<file path="src/rtl/rst_seq_ctrl_if.sv">
// Control/status bundle between the reset sequencer (master) and the reset
// domains plus software (slave).
interface rst_seq_ctrl_if #(
  parameter int NUM_STAGES = 4
);
  localparam int CW = (NUM_STAGES > 1) ? $clog2(NUM_STAGES) : 1;

  logic                  soft_rst_req;
  logic [NUM_STAGES-1:0] stage_ack;
  logic [NUM_STAGES-1:0] stage_rst_n;
  logic                  seq_busy;
  logic                  seq_done;
  logic [CW-1:0]         cur_stage;
  logic                  timeout_err;

  modport master (
    input  soft_rst_req,
    input  stage_ack,
    output stage_rst_n,
    output seq_busy,
    output seq_done,
    output cur_stage,
    output timeout_err
  );

  modport slave (
    output soft_rst_req,
    output stage_ack,
    input  stage_rst_n,
    input  seq_busy,
    input  seq_done,
    input  cur_stage,
    input  timeout_err
  );
endinterface

</file>
<file path="src/rtl/rst_seq_ctrl.sv">
// Ordered release of per-domain active-low resets with settle delay and ack gating.
// Optional ack-wait timeout with sticky error and FAULT state: define RST_SEQ_TIMEOUT_EN.

module rst_seq_ctrl_chk #(
  parameter int NUM_STAGES = 4
) (
  input logic                  clk,
  input logic                  async_rst,
  input logic [NUM_STAGES-1:0] stage_rst_n,
  input logic                  seq_busy,
  input logic                  seq_done
);
  // Released domains always form a contiguous run starting at stage 0.
  a_thermo: assert property (@(posedge clk) disable iff (async_rst)
    (((stage_rst_n + NUM_STAGES'(1'b1)) & stage_rst_n) == {NUM_STAGES{1'b0}}));

  a_busy_done: assert property (@(posedge clk) disable iff (async_rst)
    (seq_busy != seq_done));
endmodule

module rst_seq_ctrl #(
  parameter int                    NUM_STAGES     = 4,
  parameter int                    HOLD_CYCLES    = 16,
  parameter int                    STAGE_DELAY    = 8,
  parameter logic [NUM_STAGES-1:0] ACK_MASK       = {NUM_STAGES{1'b1}},
  parameter int                    TIMEOUT_CYCLES = 1024
) (
  input logic            clk,
  input logic            async_rst,
  rst_seq_ctrl_if.master bus
);
  localparam int CW       = (NUM_STAGES > 1) ? $clog2(NUM_STAGES) : 1;
  localparam int CNT_HD   = (HOLD_CYCLES > STAGE_DELAY) ? HOLD_CYCLES : STAGE_DELAY;
  localparam int CNT_MAX  = (CNT_HD > TIMEOUT_CYCLES) ? CNT_HD : TIMEOUT_CYCLES;
  localparam int NW       = (CNT_MAX > 1) ? $clog2(CNT_MAX + 1) : 1;

  localparam logic [NW-1:0]         HOLD_LAST   = NW'(HOLD_CYCLES - 1);
  localparam logic [NW-1:0]         SETTLE_LAST = NW'(STAGE_DELAY - 1);
  localparam logic [CW-1:0]         LAST_STAGE  = CW'(NUM_STAGES - 1);
  localparam logic [NUM_STAGES-1:0] FIRST_BIT   = NUM_STAGES'(1'b1);
`ifdef RST_SEQ_TIMEOUT_EN
  localparam logic [NW-1:0]         TIMEOUT_LAST = NW'(TIMEOUT_CYCLES - 1);
`endif

  typedef enum logic [2:0] {
    S_HOLD     = 3'd0,
    S_SETTLE   = 3'd1,
    S_WAIT_ACK = 3'd2,
    S_DONE     = 3'd3
`ifdef RST_SEQ_TIMEOUT_EN
    , S_FAULT  = 3'd4
`endif
  } state_e;

  state_e                state_q, state_d;
  logic [NW-1:0]         cnt_q, cnt_d;
  logic [NUM_STAGES-1:0] stage_rst_n_q, stage_rst_n_d;
  logic [CW-1:0]         cur_stage_q, cur_stage_d;
  logic                  seq_busy_q, seq_busy_d;
  logic                  seq_done_q, seq_done_d;
`ifdef RST_SEQ_TIMEOUT_EN
  logic                  timeout_err_q, timeout_err_d;
`endif

  logic                  ack_ok_s;
  logic                  ack_lost_s;
  logic                  eval_s;
  logic [CW-1:0]         next_stage_s;
  logic [NUM_STAGES-1:0] next_bit_s;

  // Ack condition of the awaited stage, the bit released next, and ack loss in DONE.
  always_comb begin
    ack_ok_s     = 1'b0;
    next_stage_s = cur_stage_q + CW'(1'b1);
    next_bit_s   = {NUM_STAGES{1'b0}};
    for (int i = 0; i < NUM_STAGES; i++) begin
      ack_ok_s      = ack_ok_s | ((CW'(i) == cur_stage_q) & (~ACK_MASK[i] | bus.stage_ack[i]));
      next_bit_s[i] = (CW'(i) == next_stage_s);
    end
    ack_lost_s = |(ACK_MASK & ~bus.stage_ack);
  end

  // Next-state and next-output logic; restart sources take priority over progress.
  always_comb begin
    state_d       = state_q;
    cnt_d         = cnt_q;
    stage_rst_n_d = stage_rst_n_q;
    cur_stage_d   = cur_stage_q;
    seq_busy_d    = seq_busy_q;
    seq_done_d    = seq_done_q;
`ifdef RST_SEQ_TIMEOUT_EN
    timeout_err_d = timeout_err_q;
`endif
    eval_s = ((state_q == S_SETTLE) && (cnt_q == SETTLE_LAST)) ||
             ((state_q == S_WAIT_ACK) && ack_ok_s);

    if (bus.soft_rst_req || ((state_q == S_DONE) && ack_lost_s)) begin
      state_d       = S_HOLD;
      cnt_d         = {NW{1'b0}};
      stage_rst_n_d = {NUM_STAGES{1'b0}};
      cur_stage_d   = {CW{1'b0}};
      seq_busy_d    = 1'b1;
      seq_done_d    = 1'b0;
`ifdef RST_SEQ_TIMEOUT_EN
      timeout_err_d = timeout_err_q & ~bus.soft_rst_req;
`endif
    end else if (eval_s) begin
      cnt_d = {NW{1'b0}};
      if (!ack_ok_s) begin
        state_d = S_WAIT_ACK;
      end else if (cur_stage_q == LAST_STAGE) begin
        state_d    = S_DONE;
        seq_done_d = 1'b1;
        seq_busy_d = 1'b0;
      end else begin
        state_d       = S_SETTLE;
        stage_rst_n_d = stage_rst_n_q | next_bit_s;
        cur_stage_d   = next_stage_s;
      end
    end else begin
      case (state_q)
        S_HOLD: begin
          if (cnt_q == HOLD_LAST) begin
            state_d       = S_SETTLE;
            cnt_d         = {NW{1'b0}};
            stage_rst_n_d = FIRST_BIT;
            cur_stage_d   = {CW{1'b0}};
          end else begin
            cnt_d = cnt_q + NW'(1'b1);
          end
        end
        S_SETTLE: begin
          cnt_d = cnt_q + NW'(1'b1);
        end
        S_WAIT_ACK: begin
`ifdef RST_SEQ_TIMEOUT_EN
          if (cnt_q == TIMEOUT_LAST) begin
            state_d       = S_FAULT;
            cnt_d         = {NW{1'b0}};
            timeout_err_d = 1'b1;
          end else begin
            cnt_d = cnt_q + NW'(1'b1);
          end
`else
          cnt_d = cnt_q;
`endif
        end
        S_DONE: begin
          state_d = S_DONE;
        end
`ifdef RST_SEQ_TIMEOUT_EN
        S_FAULT: begin
          state_d = S_FAULT;
        end
`endif
        default: begin
          // Unreachable encodings fall back into a clean re-sequence.
          state_d       = S_HOLD;
          cnt_d         = {NW{1'b0}};
          stage_rst_n_d = {NUM_STAGES{1'b0}};
          cur_stage_d   = {CW{1'b0}};
          seq_busy_d    = 1'b1;
          seq_done_d    = 1'b0;
        end
      endcase
    end
  end

  // Sequencer state and all registered outputs.
  always_ff @(posedge clk or posedge async_rst) begin
    if (async_rst) begin
      state_q       <= S_HOLD;
      cnt_q         <= {NW{1'b0}};
      stage_rst_n_q <= {NUM_STAGES{1'b0}};
      cur_stage_q   <= {CW{1'b0}};
      seq_busy_q    <= 1'b1;
      seq_done_q    <= 1'b0;
`ifdef RST_SEQ_TIMEOUT_EN
      timeout_err_q <= 1'b0;
`endif
    end else begin
      state_q       <= state_d;
      cnt_q         <= cnt_d;
      stage_rst_n_q <= stage_rst_n_d;
      cur_stage_q   <= cur_stage_d;
      seq_busy_q    <= seq_busy_d;
      seq_done_q    <= seq_done_d;
`ifdef RST_SEQ_TIMEOUT_EN
      timeout_err_q <= timeout_err_d;
`endif
    end
  end

  assign bus.stage_rst_n = stage_rst_n_q;
  assign bus.cur_stage   = cur_stage_q;
  assign bus.seq_busy    = seq_busy_q;
  assign bus.seq_done    = seq_done_q;
`ifdef RST_SEQ_TIMEOUT_EN
  assign bus.timeout_err = timeout_err_q;
`else
  assign bus.timeout_err = 1'b0;
`endif

  rst_seq_ctrl_chk #(.NUM_STAGES(NUM_STAGES)) u_chk (
    .clk         (clk),
    .async_rst   (async_rst),
    .stage_rst_n (stage_rst_n_q),
    .seq_busy    (seq_busy_q),
    .seq_done    (seq_done_q)
  );
endmodule

</file>
<file path="src/flat_wrapper.sv">
// flat-port wrapper written by rule: the top's interface ports become plain ports
module rst_seq_ctrl_flat 
#(
  parameter int                    NUM_STAGES     = 4,
  parameter int                    HOLD_CYCLES    = 16,
  parameter int                    STAGE_DELAY    = 8,
  parameter logic [NUM_STAGES-1:0] ACK_MASK       = {NUM_STAGES{1'b1}},
  parameter int                    TIMEOUT_CYCLES = 1024
)
  (clk, async_rst, bus_soft_rst_req, bus_stage_ack, bus_stage_rst_n, bus_seq_busy, bus_seq_done, bus_cur_stage, bus_timeout_err);
  rst_seq_ctrl_if #(.NUM_STAGES(NUM_STAGES)) bus_i ();
  input logic clk;
  input logic async_rst;
  input wire logic [$bits(bus_i.soft_rst_req)-1:0] bus_soft_rst_req;
  input wire logic [$bits(bus_i.stage_ack)-1:0] bus_stage_ack;
  output wire logic [$bits(bus_i.stage_rst_n)-1:0] bus_stage_rst_n;
  output wire logic [$bits(bus_i.seq_busy)-1:0] bus_seq_busy;
  output wire logic [$bits(bus_i.seq_done)-1:0] bus_seq_done;
  output wire logic [$bits(bus_i.cur_stage)-1:0] bus_cur_stage;
  output wire logic [$bits(bus_i.timeout_err)-1:0] bus_timeout_err;
  assign bus_i.soft_rst_req = bus_soft_rst_req;
  assign bus_i.stage_ack = bus_stage_ack;
  assign bus_stage_rst_n = bus_i.stage_rst_n;
  assign bus_seq_busy = bus_i.seq_busy;
  assign bus_seq_done = bus_i.seq_done;
  assign bus_cur_stage = bus_i.cur_stage;
  assign bus_timeout_err = bus_i.timeout_err;
  rst_seq_ctrl #(.NUM_STAGES(NUM_STAGES), .HOLD_CYCLES(HOLD_CYCLES), .STAGE_DELAY(STAGE_DELAY), .ACK_MASK(ACK_MASK), .TIMEOUT_CYCLES(TIMEOUT_CYCLES)) u_core (.clk(clk), .async_rst(async_rst), .bus(bus_i));
endmodule
</file>
<file path="config.mk">
export PLATFORM = sky130hd
export DESIGN_NAME = rst_seq_ctrl_flat
export DESIGN_NICKNAME = d
export VERILOG_FILES = /design/src/rtl/rst_seq_ctrl_if.sv /design/src/rtl/rst_seq_ctrl.sv /design/src/flat_wrapper.sv
export SDC_FILE = /design/constraint.sdc
export NUM_CORES = 1
export LEC_CHECK = 0
export CORE_MARGIN = 2
export CORE_UTILIZATION = 55
export DETAILED_ROUTE_END_ITERATION = 8
export GPL_ROUTABILITY_DRIVEN = 1
export PLACE_DENSITY = 0.79
export SKIP_LAST_GASP = 1
export SYNTH_ARGS = -nofsm -noshare
export SYNTH_HDL_FRONTEND = slang
export SYNTH_HIERARCHICAL = 1
export SYNTH_SLANG_ARGS = --single-unit
</file>
<file path="constraint.sdc">
create_clock -name clk -period 3.65 [get_ports clk]
set_clock_uncertainty 0.2 [all_clocks]
set_input_delay 0.5475 -clock clk [delete_from_list [all_inputs] [get_ports clk]]
set_output_delay 0.5475 -clock clk [all_outputs]
set_load 0.005 [all_outputs]
</file>
==> results.json <==
{
  "status": "completed",
  "synth_cells": 155,
  "yosysSeqAreaShare_pct": 38.20,
  "final_cell_area_um2": 1573,
  "tightest_slew_ns": 0.8134,
  "boundaryPins": 16,
  "critPathLaunch": "u_core/cnt_q[8]",
  "initial_core_util_pct": 56.69,
  "max-slew-margin-rel_pct": 45.71,
  "reg2reg_depth": 5,
  "h-tree-depth": 1,
  "design.core.area_um2": 2432,
  "final_cell_count_no_fill": 200,
  "die_h_um": 54.07,
  "cts-root-buf": "clkbuf_4",
  "rsz0062_at_grt": "no",
  "yosys.area.top_type_share_pct": 36.30,
  "grt_pass1_vias": 1064,
  "rows": 18,
  "grt_pass1_wl_mm": 4.698,
  "r2r_start": "u_core/cnt_q[8]",
  "post-cts-setup-buffer-count": 0,
  "ctsHoldBuffers": 0,
  "vias": 1180,
  "endpoint": "u_core/cnt_q[9]",
  "synth_area_leaders": "dfrtp_1 (36%), ha_1 (11%), nand2_1 (6.8%), nand3_1 (5.1%), o21ai_0 (2.9%)",
  "die-area_um2": 2924,
  "setup_tns_ns": 0,
  "clk_latency_ns": 0.31,
  "viasPerCell": 5.900,
  "met1Wirelength_mm": 1.322,
  "synthAdderAreaFrac_pct": 10.89,
  "synthTopCellsByCount": "nand2_1 (25), dfrtp_1 (20), nand3_1 (14)",
  "p_leak_nw": 0.6803,
  "cp.required_ns": 3.64,
  "clockBufferDepth": 2,
  "ys.flop_type": "dfrtp_1",
  "dr.pass1.iters": 4,
  "clkTransAtPathRegs_ns": 0.13,
  "grt.overflow.total": 0,
  "placed_area_um2": 1545,
  "hold_start": "u_core/bus.stage_rst_n[3]",
  "yosysUniqueCellTypes": 41,
  "worst_slack_ns": 0.8687,
  "antenna_cells": 0,
  "first_iter_violations": 35,
  "grt_antenna_before_repair": 0,
  "place_congestion": 0.9056,
  "synth_edf_count": 0,
  "cp-end-kind": "register",
  "ys.warnings.count": 6,
  "ys_ff_latch": 21,
  "fin_crit_sh_pct": 76.20,
  "synth_xor_area_share_pct": 0,
  "hold_viol_final": 0,
  "cp.arrival_ns": 2.77,
  "pre_cts_ws_ns": 0.9092,
  "synth_top_family_by_area": "simple AND/OR/NAND/NOR gates",
  "yosysMostFrequentCell": "nand2_1",
  "dr_wl_met2_mm": 1.482,
  "port_buffers": 14,
  "area_delta_synth_final_pct": 14.07,
  "synth-simple-area-share_pct": 28.77,
  "synth_compound_area_share_pct": 16.24,
  "cap_viol_max_count": 0,
  "hp-class": "register to register",
  "clkSinkCount": 21,
  "avgSynthCellArea_um2": 8.896,
  "post-dp-hpwl_mm": 2.213,
  "syn_area_um2": 1379,
  "cts_buffers": 3,
  "wl_per_cell_um": 14.98,
  "drc": 0,
  "worstSetupPathType": "register to register",
  "die-width_um": 54.07,
  "slew_violations": 0,
  "drive_gt1_share_pct": 8.824,
  "cp_max_fo": 10,
  "top_layer_used": "met4",
  "wl_met3_um": 135,
  "fmax_mhz": 359.5,
  "synthMuxAreaShare_pct": 1.543,
  "ctsResizeCount": 0,
  "cts_tree": "built",
  "yosysTopAreaCell": "dfrtp_1",
  "async_reset_ff_share_pct": 100.0,
  "r2r_end": "u_core/cnt_q[9]",
  "grt.total_usage_pct": 22.60,
  "final_antenna_net_count": 0,
  "layout_min_cycle_time_ns": 2.781,
  "start_kind": "register",
  "reg2reg_slack_ns": 0.87,
  "fin_nets": 190,
  "drt_wl_total_mm": 2.996,
  "place_inst": 196,
  "ir_drop_v": 0.0001875,
  "p_per_area_nw_per_um2": 277.6,
  "fillers": 191,
  "synthesis.nets": 174,
  "grt_max_degree": 22,
  "setup_viol": 0
}
## where the power goes
part	switching, mW	leakage [nW]	internal [mW]	total (mW)
Combinational	0.0415	0.375	0.0287	0.0702
Clock	0.0746	0.0177	0.0409	0.115
Sequential	0.00950	0.288	0.241	0.251
Total	0.126	0.680	0.311	0.437
## per-layer routing
layer / global-route usage (%) / vias to the layer above
met5: 0 / -
met4: 10.42 / 0
met3: 3.333 / 6
met2: 35.77 / 39
met1: 30.29 / 545
li1: - / 590
## metrics by stage
| stage | utilization (%) | hold WS [ns] | total power [mW] |
|---|---|---|---|
| after floorplan | - | 0.2733 | 0.3018 |
| after global placement | 63.53 | 0.2744 | 0.3219 |
| after detailed placement | 63.53 | 0.2774 | 0.3251 |
| after CTS | 64.66 | 0.3073 | 0.4423 |
| after global routing | 64.66 | 0.3313 | 0.4621 |
| final | 64.66 | 0.2983 | 0.4365 |
## layout by cell type (no fill, tap or decap), types with 2 or more instances in the layout
cell              n
a211oi_1          2
a21o_1            2
a21oi_1           3
a22oi_1           2
buf_4             2
clkbuf_4          3
clkdlybuf4s50_1  14
dfrtp_1          20
ha_1             12
inv_1             8
nand2_1          25
nand2b_1          2
nand3_1          14
nand4_1           4
nor2_1            8
nor3_1            3
nor4_1            2
o211ai_1          3
o21ai_0           8
or2_2             3
or3_1             6
or4_1             4
## worst min-delay path by stage
| stage | to | slack, ns | cells after the start |
|---|---|---|---|
| floorplan | u_core/bus.stage_rst_n[1] | 0.27 | 2 |
| global placement | u_core/bus.stage_rst_n[3] | 0.27 | 2 |
| detailed placement | u_core/bus.stage_rst_n[2] | 0.28 | 2 |
| CTS | u_core/bus.stage_rst_n[2] | 0.31 | 2 |
| global route | u_core/bus.seq_busy | 0.33 | 1 |
| finish | u_core/bus.stage_rst_n[3] | 0.30 | 2 |
## logic make-up (layout without fill, tap and decap cells)
family | Yosys count | count (layout)
AO/OA/AOI/OAI | 30 | 30
adder cells (fa/ha/maj) | 12 | 12
buffers and inverters | 13 | 28
flip-flops | 21 | 21
multiplexers | 2 | 2
other | 1 | 1
AND/OR/NAND/NOR | 76 | 76
## final cells by class
class | instances | area [um^2] | area share [%]
tap | 30 | 37.54 | 2.387
inverter | 8 | 30.03 | 1.909
clock buffer | 3 | 22.52 | 1.432
sequential | 21 | 526.8 | 33.49
clock inverter | 1 | 5.005 | 0.3182
multi-input combinational | 121 | 795.8 | 50.60
timing repair buffer | 16 | 155.1 | 9.865
## worst max-delay path, cell delays in order, from the launching register on
cell	delay, ns
dfrtp_1	0.46
or4_1	0.68
o41ai_1	0.69
or4_1	0.38
or4_1	0.18
nand3_1	0.09
## state kept, by name, indices dropped and copies added (netlist names)
| register | count |
|---|---|
| u_core/bus.cur_stage | 2 |
| u_core/bus.seq_busy | 1 |
| u_core/bus.seq_done | 1 |
| u_core/bus.stage_rst_n | 4 |
| u_core/cnt_q | 11 |
| u_core/state_q | 2 |
Power figures use the tool's default switching activity.
